<file path="src/rtl/game_text_render.sv">
// Text-box overlay stage: looks up a 16x4 character grid and an 8x16 font, then paints the
// glyph pixels over the incoming VGA stream with a 4-clock latency and a blinking row highlight.
module game_text_render #(
    parameter logic [10:0] X_POS        = 11'd256,
    parameter logic [10:0] Y_POS        = 11'd200,
    parameter logic [11:0] TXT_COLOR    = 12'hFFF,
    parameter logic [11:0] HL_COLOR     = 12'hFF0,
    parameter logic [5:0]  BLINK_FRAMES = 6'd30
) (
    input  logic        clk,
    input  logic        rst_n,
    input  logic [10:0] hcount_in,
    input  logic [10:0] vcount_in,
    input  logic        hsync_in,
    input  logic        vsync_in,
    input  logic        hblnk_in,
    input  logic        vblnk_in,
    input  logic [11:0] rgb_in,
    input  logic [1:0]  sel_row,
    input  logic        sel_en,
    output logic [7:0]  char_xy,
    input  logic [6:0]  char_code,
    output logic [10:0] font_addr,
    input  logic [7:0]  char_pixels,
    output logic [10:0] hcount_out,
    output logic [10:0] vcount_out,
    output logic        hsync_out,
    output logic        vsync_out,
    output logic        hblnk_out,
    output logic        vblnk_out,
    output logic [11:0] rgb_out
);

    // Only the low bits of the box-relative offsets are ever used, so the subtraction is
    // done at that width; membership itself is decided on the full raw counts.
    logic [6:0]  w_dx;
    logic [5:0]  w_dy;
    logic        w_in_box;
    logic [25:0] w_sync_in;
    logic        w_vs_rise;
    logic        w_glyph_bit;
    logic        w_blank;
    logic [11:0] w_rgb_next;

    logic        r_in_box_d1, r_in_box_d2, r_in_box_d3;
    logic [2:0]  r_rel_x_d1, r_rel_x_d2, r_rel_x_d3;
    logic [1:0]  r_row_d1, r_row_d2, r_row_d3;
    logic [3:0]  r_line_d1, r_line_d2;
    logic [7:0]  r_char_xy;
    logic [25:0] r_sync_d1, r_sync_d2, r_sync_d3, r_sync_d4;
    logic [11:0] r_rgb_d1, r_rgb_d2, r_rgb_d3;
    logic [11:0] r_rgb_out;

    logic        r_vsync_q;
    logic [5:0]  r_frame_cnt;
    logic        r_blink_phase;
    logic [1:0]  r_hl_row;
    logic        r_hl_en;

    assign w_dx = hcount_in[6:0] - X_POS[6:0];
    assign w_dy = vcount_in[5:0] - Y_POS[5:0];

    assign w_in_box = ({1'b0, hcount_in} >= {1'b0, X_POS}) &&
                      ({1'b0, hcount_in} <  ({1'b0, X_POS} + 12'd128)) &&
                      ({1'b0, vcount_in} >= {1'b0, Y_POS}) &&
                      ({1'b0, vcount_in} <  ({1'b0, Y_POS} + 12'd64));

    assign w_sync_in = {hcount_in, vcount_in, hsync_in, vsync_in, hblnk_in, vblnk_in};

    always_ff @(posedge clk or negedge rst_n) begin
        if (!rst_n) begin
            r_in_box_d1 <= 1'b0;
            r_in_box_d2 <= 1'b0;
            r_in_box_d3 <= 1'b0;
            r_rel_x_d1  <= 3'd0;
            r_rel_x_d2  <= 3'd0;
            r_rel_x_d3  <= 3'd0;
            r_row_d1    <= 2'd0;
            r_row_d2    <= 2'd0;
            r_row_d3    <= 2'd0;
            r_line_d1   <= 4'd0;
            r_line_d2   <= 4'd0;
            r_char_xy   <= 8'h00;
            r_sync_d1   <= '0;
            r_sync_d2   <= '0;
            r_sync_d3   <= '0;
            r_sync_d4   <= '0;
            r_rgb_d1    <= 12'h000;
            r_rgb_d2    <= 12'h000;
            r_rgb_d3    <= 12'h000;
            r_rgb_out   <= 12'h000;
        end else begin
            r_in_box_d1 <= w_in_box;
            r_in_box_d2 <= r_in_box_d1;
            r_in_box_d3 <= r_in_box_d2;
            r_rel_x_d1  <= w_dx[2:0];
            r_rel_x_d2  <= r_rel_x_d1;
            r_rel_x_d3  <= r_rel_x_d2;
            r_row_d1    <= w_dy[5:4];
            r_row_d2    <= r_row_d1;
            r_row_d3    <= r_row_d2;
            r_line_d1   <= w_dy[3:0];
            r_line_d2   <= r_line_d1;
            r_char_xy   <= w_in_box ? {2'b00, w_dy[5:4], w_dx[6:3]} : 8'h00;
            r_sync_d1   <= w_sync_in;
            r_sync_d2   <= r_sync_d1;
            r_sync_d3   <= r_sync_d2;
            r_sync_d4   <= r_sync_d3;
            r_rgb_d1    <= rgb_in;
            r_rgb_d2    <= r_rgb_d1;
            r_rgb_d3    <= r_rgb_d2;
            r_rgb_out   <= w_rgb_next;
        end
    end

    // Highlight settings are sampled only at the start of a frame so a row change never tears.
    assign w_vs_rise = vsync_in & ~r_vsync_q;

    always_ff @(posedge clk or negedge rst_n) begin
        if (!rst_n) begin
            r_vsync_q     <= 1'b0;
            r_frame_cnt   <= 6'd0;
            r_blink_phase <= 1'b0;
            r_hl_row      <= 2'd0;
            r_hl_en       <= 1'b0;
        end else begin
            r_vsync_q <= vsync_in;
            if (w_vs_rise) begin
                r_hl_row <= sel_row;
                r_hl_en  <= sel_en;
                if (r_frame_cnt == BLINK_FRAMES - 6'd1) begin
                    r_frame_cnt   <= 6'd0;
                    r_blink_phase <= ~r_blink_phase;
                end else begin
                    r_frame_cnt <= r_frame_cnt + 6'd1;
                end
            end
        end
    end

    assign w_glyph_bit = char_pixels[3'd7 - r_rel_x_d3];
    assign w_blank     = r_sync_d3[1] | r_sync_d3[0];

    always_comb begin
        w_rgb_next = r_rgb_d3;
        if (w_blank) begin
            w_rgb_next = 12'h000;
        end else if (r_in_box_d3 && w_glyph_bit) begin
            if (r_hl_en && (r_row_d3 == r_hl_row) && r_blink_phase)
                w_rgb_next = HL_COLOR;
            else
                w_rgb_next = TXT_COLOR;
        end
    end

    assign char_xy    = r_char_xy;
    assign font_addr  = {char_code, r_line_d2};
    assign hcount_out = r_sync_d4[25:15];
    assign vcount_out = r_sync_d4[14:4];
    assign hsync_out  = r_sync_d4[3];
    assign vsync_out  = r_sync_d4[2];
    assign hblnk_out  = r_sync_d4[1];
    assign vblnk_out  = r_sync_d4[0];
    assign rgb_out    = r_rgb_out;

endmodule
</file>
<file path="config.mk">
export PLATFORM = sky130hd
export DESIGN_NAME = game_text_render
export DESIGN_NICKNAME = d
export VERILOG_FILES = /design/src/rtl/game_text_render.sv
export SDC_FILE = /design/constraint.sdc
export NUM_CORES = 1
export LEC_CHECK = 0
export ABC_AREA = 1
export CORE_UTILIZATION = 44
export CTS_CLUSTER_DIAMETER = 50
export DETAILED_ROUTE_END_ITERATION = 7
export GPL_TIMING_DRIVEN = 0
export PLACE_DENSITY = 0.72
export SLEW_MARGIN = 20
export SYNTH_ARGS = -nofsm -noshare
export SYNTH_HDL_FRONTEND = slang
export SYNTH_SLANG_ARGS = --single-unit
</file>
<file path="constraint.sdc">
create_clock -name clk -period 1.3 [get_ports clk]
set_input_delay 0.13 -clock clk [delete_from_list [all_inputs] [get_ports clk]]
set_output_delay 0.13 -clock clk [all_outputs]
set_load 0.05 [all_outputs]
</file>
## Word-level counts from Yosys, hierarchy flattened

Index checks and enable logic that the tools add are counted.

- Order comparisons: 5
- Add/sub/neg operators: 3
- Multiplexer cells: 7
- Shift operators: 0
- Divide/modulo/power cells: 0
- Reduce and logical (&&, ||, !) cells: 7
- Multiply operators: 0
- Eq/ne operators: 2
- Bitwise operators: 4

Operator list:

| kind | count |
|---|---|
| 2-to-1 mux 12 bit | 2 |
| less-than comparator 11 x 9 -> 1 bit, second input constant | 2 |
| 2-to-1 mux 6 bit | 2 |
| >= comparator 11 x 8 -> 1 bit, second input constant | 1 |
| >= comparator 11 x 9 -> 1 bit, second input constant | 1 |
| adder 6 x 1 -> 6 bit, second input constant | 1 |
| == test 6 x 5 -> 1 bit, second input constant | 1 |
| logical AND 1 bit | 6 |
| subtractor 6 x 4 -> 6 bit, second input constant | 1 |
| less-than comparator 3 x 4 -> 1 bit, second input constant | 1 |
| 2-to-1 mux 4 bit | 1 |
| binary-select mux 1 bit (select 3 bit) | 1 |
| subtractor 3 bit, first input constant | 1 |
| == test 2 bit | 1 |
| inverter 1 bit | 2 |
| AND reduction 2 bit | 1 |
| bitwise AND 1 bit | 1 |
| 2-to-1 mux 1 bit | 1 |
| bitwise OR 1 bit | 1 |

- Bits in read-only memories: 0
- Latch bits: 0
- Logic and storage cells: 53
- Register bits after elaboration: 195
- Memory bits (writable): 0
- Memories: 0

## Longest topological paths before layout

- Depth in word-level cells: 6
- Mapped depth: 9
- Gate-level depth less buffers: 9

## Least setup slack after synthesis

Ideal clock, no wire load.

- Path kind: register to register
- Start: register, netlist name r_sync_d3[15]
- End: register r_rgb_out[2], in the netlist rgb_out[2]
- Setup time: 0.118 ns
- Required time: 1.182 ns
- Cell stages (with the launch flop): 10
- Arrival time: 1.110 ns
- Clock period less this slack: 1.228 ns
- Path slack: 0.072 ns
- Cell sequence: dfrtp_1 -> inv_2 -> or2_0 -> nand2_1 -> nand3b_2 -> nand3_2 -> buf_6 -> nand2_2 -> inv_2 -> nor2_1

RTL lines:

| what | RTL line | source |
|---|---|---|
| end signal: assignment | 112 | `r_rgb_out <= w_rgb_next;` |
| end: declaration | 52 | `logic [11:0] r_rgb_out;` |

==> reports/results.txt <==
The run finished, with violations left. The checks that failed: DRC. Max-cap violations in this run came to 0.

The clock drives 179 sinks. Kind of end point of the critical path: a register. The routed via count divided by cell count was 4.33; the leakage power figure was 0.00341 µW. The Yosys step of the flow raised 0 warnings.

The number of slew-limit violations in the final report was 0. The largest fanout on the critical path was 5; the number of unique standard cell types used by synthesis was 25. The cell type contributing the most total cell area after synthesis is sky130_fd_sc_hd__dfrtp_1. Leaving out filler cells and counting taps, the final layout contains 619. The minimum period implied by the final worst setup slack is 1300 ps, and the die area is 12300 µm².

For the maximum level of the CTS H-tree, the log shows 4. Traced cell by cell, the critical path runs through buf_6, nor2_4, nor2_2, nand2_2, nand3b_4, nand3_4, buf_6, nand2_2, inv_2, nor2_1. The final critical path takes up 99.7% of the cycle. The synthesized design contains 0 enable-type register cells. Counting flops with an async set or reset pin after synthesis yields a share of 100%.

The floorplan step set the die width to 111 µm. The starting density of the core was 45.5%. The tools report the net count reported at finish as 525. The buffer and inverter count on the worst path is 3. The repair_antennas step left the layout with diodes totalling 0. The number of global-route vias before repair was 2859.

Ranked by total cell area, the synthesized netlist is headed by sky130_fd_sc_hd__dfrtp_1, sky130_fd_sc_hd__inv_1, sky130_fd_sc_hd__nand2_1, sky130_fd_sc_hd__nor2_1, sky130_fd_sc_hd__buf_4. The run gives 0 as the count of endpoints failing hold in the final timing report. The tools report the number of DRC violations after detailed routing as 15. Setup repair after global routing could not meet its margin everywhere. The cell with the biggest individual delay on the critical path is sky130_fd_sc_hd__dfrtp_1.

The floorplan has 39 rows. The predominant post-synthesis flop cell was sky130_fd_sc_hd__dfrtp_1. The congestion estimate from routability-driven global placement came to 0.755.

The tree is rooted in a sky130_fd_sc_hd__clkbuf_16. Total length of routed wires: 8.32 mm. Compared with the post-synthesis result, the final layout area differs by 37.6%.

The run gives 2 as the maximum clock insertion buffer count. The ratio of cells with drive above 1 in the final layout is 24.4%, and the arrival time reported for the critical path endpoint is 1590 ps. The setup path with the least slack is of type register to register. Grouping stages by cell kind, the critical path spends the most delay in simple AND/OR/NAND/NOR gates.

For the placeable core region, the log shows 11500 µm². For the worst-skew pair, the clock arrives at the later sink with an insertion delay of 410 ps. The routed layout has 2678 vias. Entering global routing, the biggest net connects 96 pins. The simple-gate portion of the synthesized area was 6.14%; the maximum operating frequency was 771 MHz. Remaining antenna violation count after routing: 0. Summed over all nets, the half-perimeter wirelength after detailed placement is 5.35 mm. The worst slew slack as a fraction of its limit came out at 66.8%. The top cell type's share of synthesized area came out at 85.5%. The worst stage delay on the critical path came out at 400 ps. Counting tap cells, the placed design contains a total of 584 instances.

In this run, CTS created clock tree buffers numbering 17. The clock-pin slew reported for the worst setup and hold paths after clock tree synthesis is 60 ps, and the ratio of total power to cell area is 1630 nW/µm². In the synthesized netlist, the number of instances is 334. Global routing used 15.2% of the available tracks.

Pin placement for this block handled 115 I/O pins. The detailed-routing iteration count for the pre-antenna-repair pass came out at 6. The DRC violation total after the first TritonRoute iteration is 99. The first global-routing pass estimated 14.0 mm of wire. Most common cell in the netlist: sky130_fd_sc_hd__dfrtp_1.

The quantity of I/O buffers inserted on ports is 105. Summing the areas of all compound-gate instances in the mapped netlist gives 1.60% of the synthesized area. Summing internal, switching and leakage power gives 11700 µW. The path class of the tightest hold or removal check is input pin to register. Sorting the synthesized cells by how often they occur yields sky130_fd_sc_hd__dfrtp_1, sky130_fd_sc_hd__inv_1, sky130_fd_sc_hd__nand2_1. Summing the areas of all xor and xnor instances in the mapped netlist gives 0.836% of the synthesized area.

At the worst endpoint, the required time is 1600 ps. For the final database, setup skew stands at 9.43 ps. The per-instance average area after synthesis was 15.7 µm². Hold timing on the final database bottoms out at a slack of 157 ps.

The maximum VDD drop was 0.000804 V. The proportion of synthesized chip area in sequential cells came out at 85.5%. The wire length per cell after detailed routing came out at 13.4 µm. Setup violations remaining at the end of the flow were counted as 0.

STA classifies the critical path startpoint as a register. TritonCTS built the clock tree. For the pin with the worst max-slew slack, the measured transition is 497 ps. The adder-cell share of the synthesized area is 0.717%. The synthesized design contains 179 register bits. For the leftover overflow at the end of global routing, the log shows 0. The run gives 0 as the number of antenna violations at the first check in global routing. The combinational family with the most area after synthesis was simple AND/OR/NAND/NOR gates. The synthesized area is 5240 µm², and the share of cell area taken by muxes after synthesis is 0%.

Y dimension of the die: 111 µm.
cell type report:
type | instances | area [µm²]
Sequential cell | 179 | 4480
Fill cell | 846 | 4310
Timing Repair Buffer | 110 | 1170
Multi-Input combinational cell | 99 | 559
Clock buffer | 21 | 470
Tap cell | 143 | 179
Inverter | 44 | 166
Buffer | 13 | 101
Clock inverter | 10 | 76.3
final timing paths:
kind                               start  cells past startpoint  slack (ps)       endpoint
min in group asynchronous          rst_n                      2         270     rgb_out[5]
max reg2reg                r_sync_d3[15]                     10           4     rgb_out[2]
max                        r_sync_d3[15]                     10           4     rgb_out[2]
min                           rgb_in[10]                      1         160   r_rgb_d1[10]
min reg2reg                  r_rgb_d1[6]                      0         350    r_rgb_d2[6]
max in group asynchronous          rst_n                      3         230  r_sync_d4[11]
report_power, final:
part / total [µW] / switching, µW / internal [µW]
clock: 4580 / 1970 / 2600
sequential: 6100 / 169 / 5930
combinational: 1060 / 648 / 414
total: 11700 / 2790 / 8940
cell usage in the layout (no fill, tap or decap), types with 5 or more instances in the layout:
cell                                n
sky130_fd_sc_hd__nand2_1           25
sky130_fd_sc_hd__nor2_1            22
sky130_fd_sc_hd__clkdlybuf4s15_2   45
sky130_fd_sc_hd__inv_1             40
sky130_fd_sc_hd__buf_4             16
sky130_fd_sc_hd__clkdlybuf4s50_1   56
sky130_fd_sc_hd__a21oi_1           10
sky130_fd_sc_hd__clkbuf_16         17
sky130_fd_sc_hd__nand2_2            5
sky130_fd_sc_hd__dfrtp_1          179
sequential cells by signal, indices dropped and copies added (netlist names), 12 cells and up:
signal     cells
rgb_out       12
r_rgb_d3      12
r_rgb_d2      12
r_sync_d2     26
r_sync_d1     26
r_sync_d3     26
r_sync_d4     26
r_rgb_d1      12
cell families (layout without fill, tap and decap cells):
| group | after synthesis | after routing |
|---|---|---|
| fa+ha+maj | 3 | 3 |
| flops | 179 | 179 |
| buf+inv | 57 | 198 |
| other cells | 1 | 2 |
| compound gates | 16 | 16 |
| simple gates | 73 | 73 |
| xor+xnor | 5 | 5 |
per-stage QoR:
step                      cell area, µm²  TNS [ps]  utilization [%]  setup WS, ps
final                               7200         0             62.5          3.80
after global routing                7200      -489             62.5         -78.6
after CTS                           7160         0             62.1         0.338
after detailed placement            6500     -4050             56.5          -377
after global placement              6470  -1186810             56.2         -6630
after floorplan                     5240         0                -          71.7
routing by layer:
metal / global-route usage, % / vias to the layer above / wire [µm]
met4: 6.67 / 0 / 129
li1: - / 1266 / -
met1: 16.6 / 1328 / 3170
met5: 0 / - / 0
met3: 5.25 / 10 / 418
met2: 26.8 / 74 / 4600
repair_timing:
item | in CTS | in global routing
buffers inserted | 1 | 1
resized for setup | 158 | 14
gates cloned | 1 | 0
setup endpoints to repair | 59 | 117
pin swaps | 2 | 9
endpoints found under the hold margin | 84 | 0
hold buffers | 1 | 0
No activity file was read; power rests on OpenSTA's default activity.
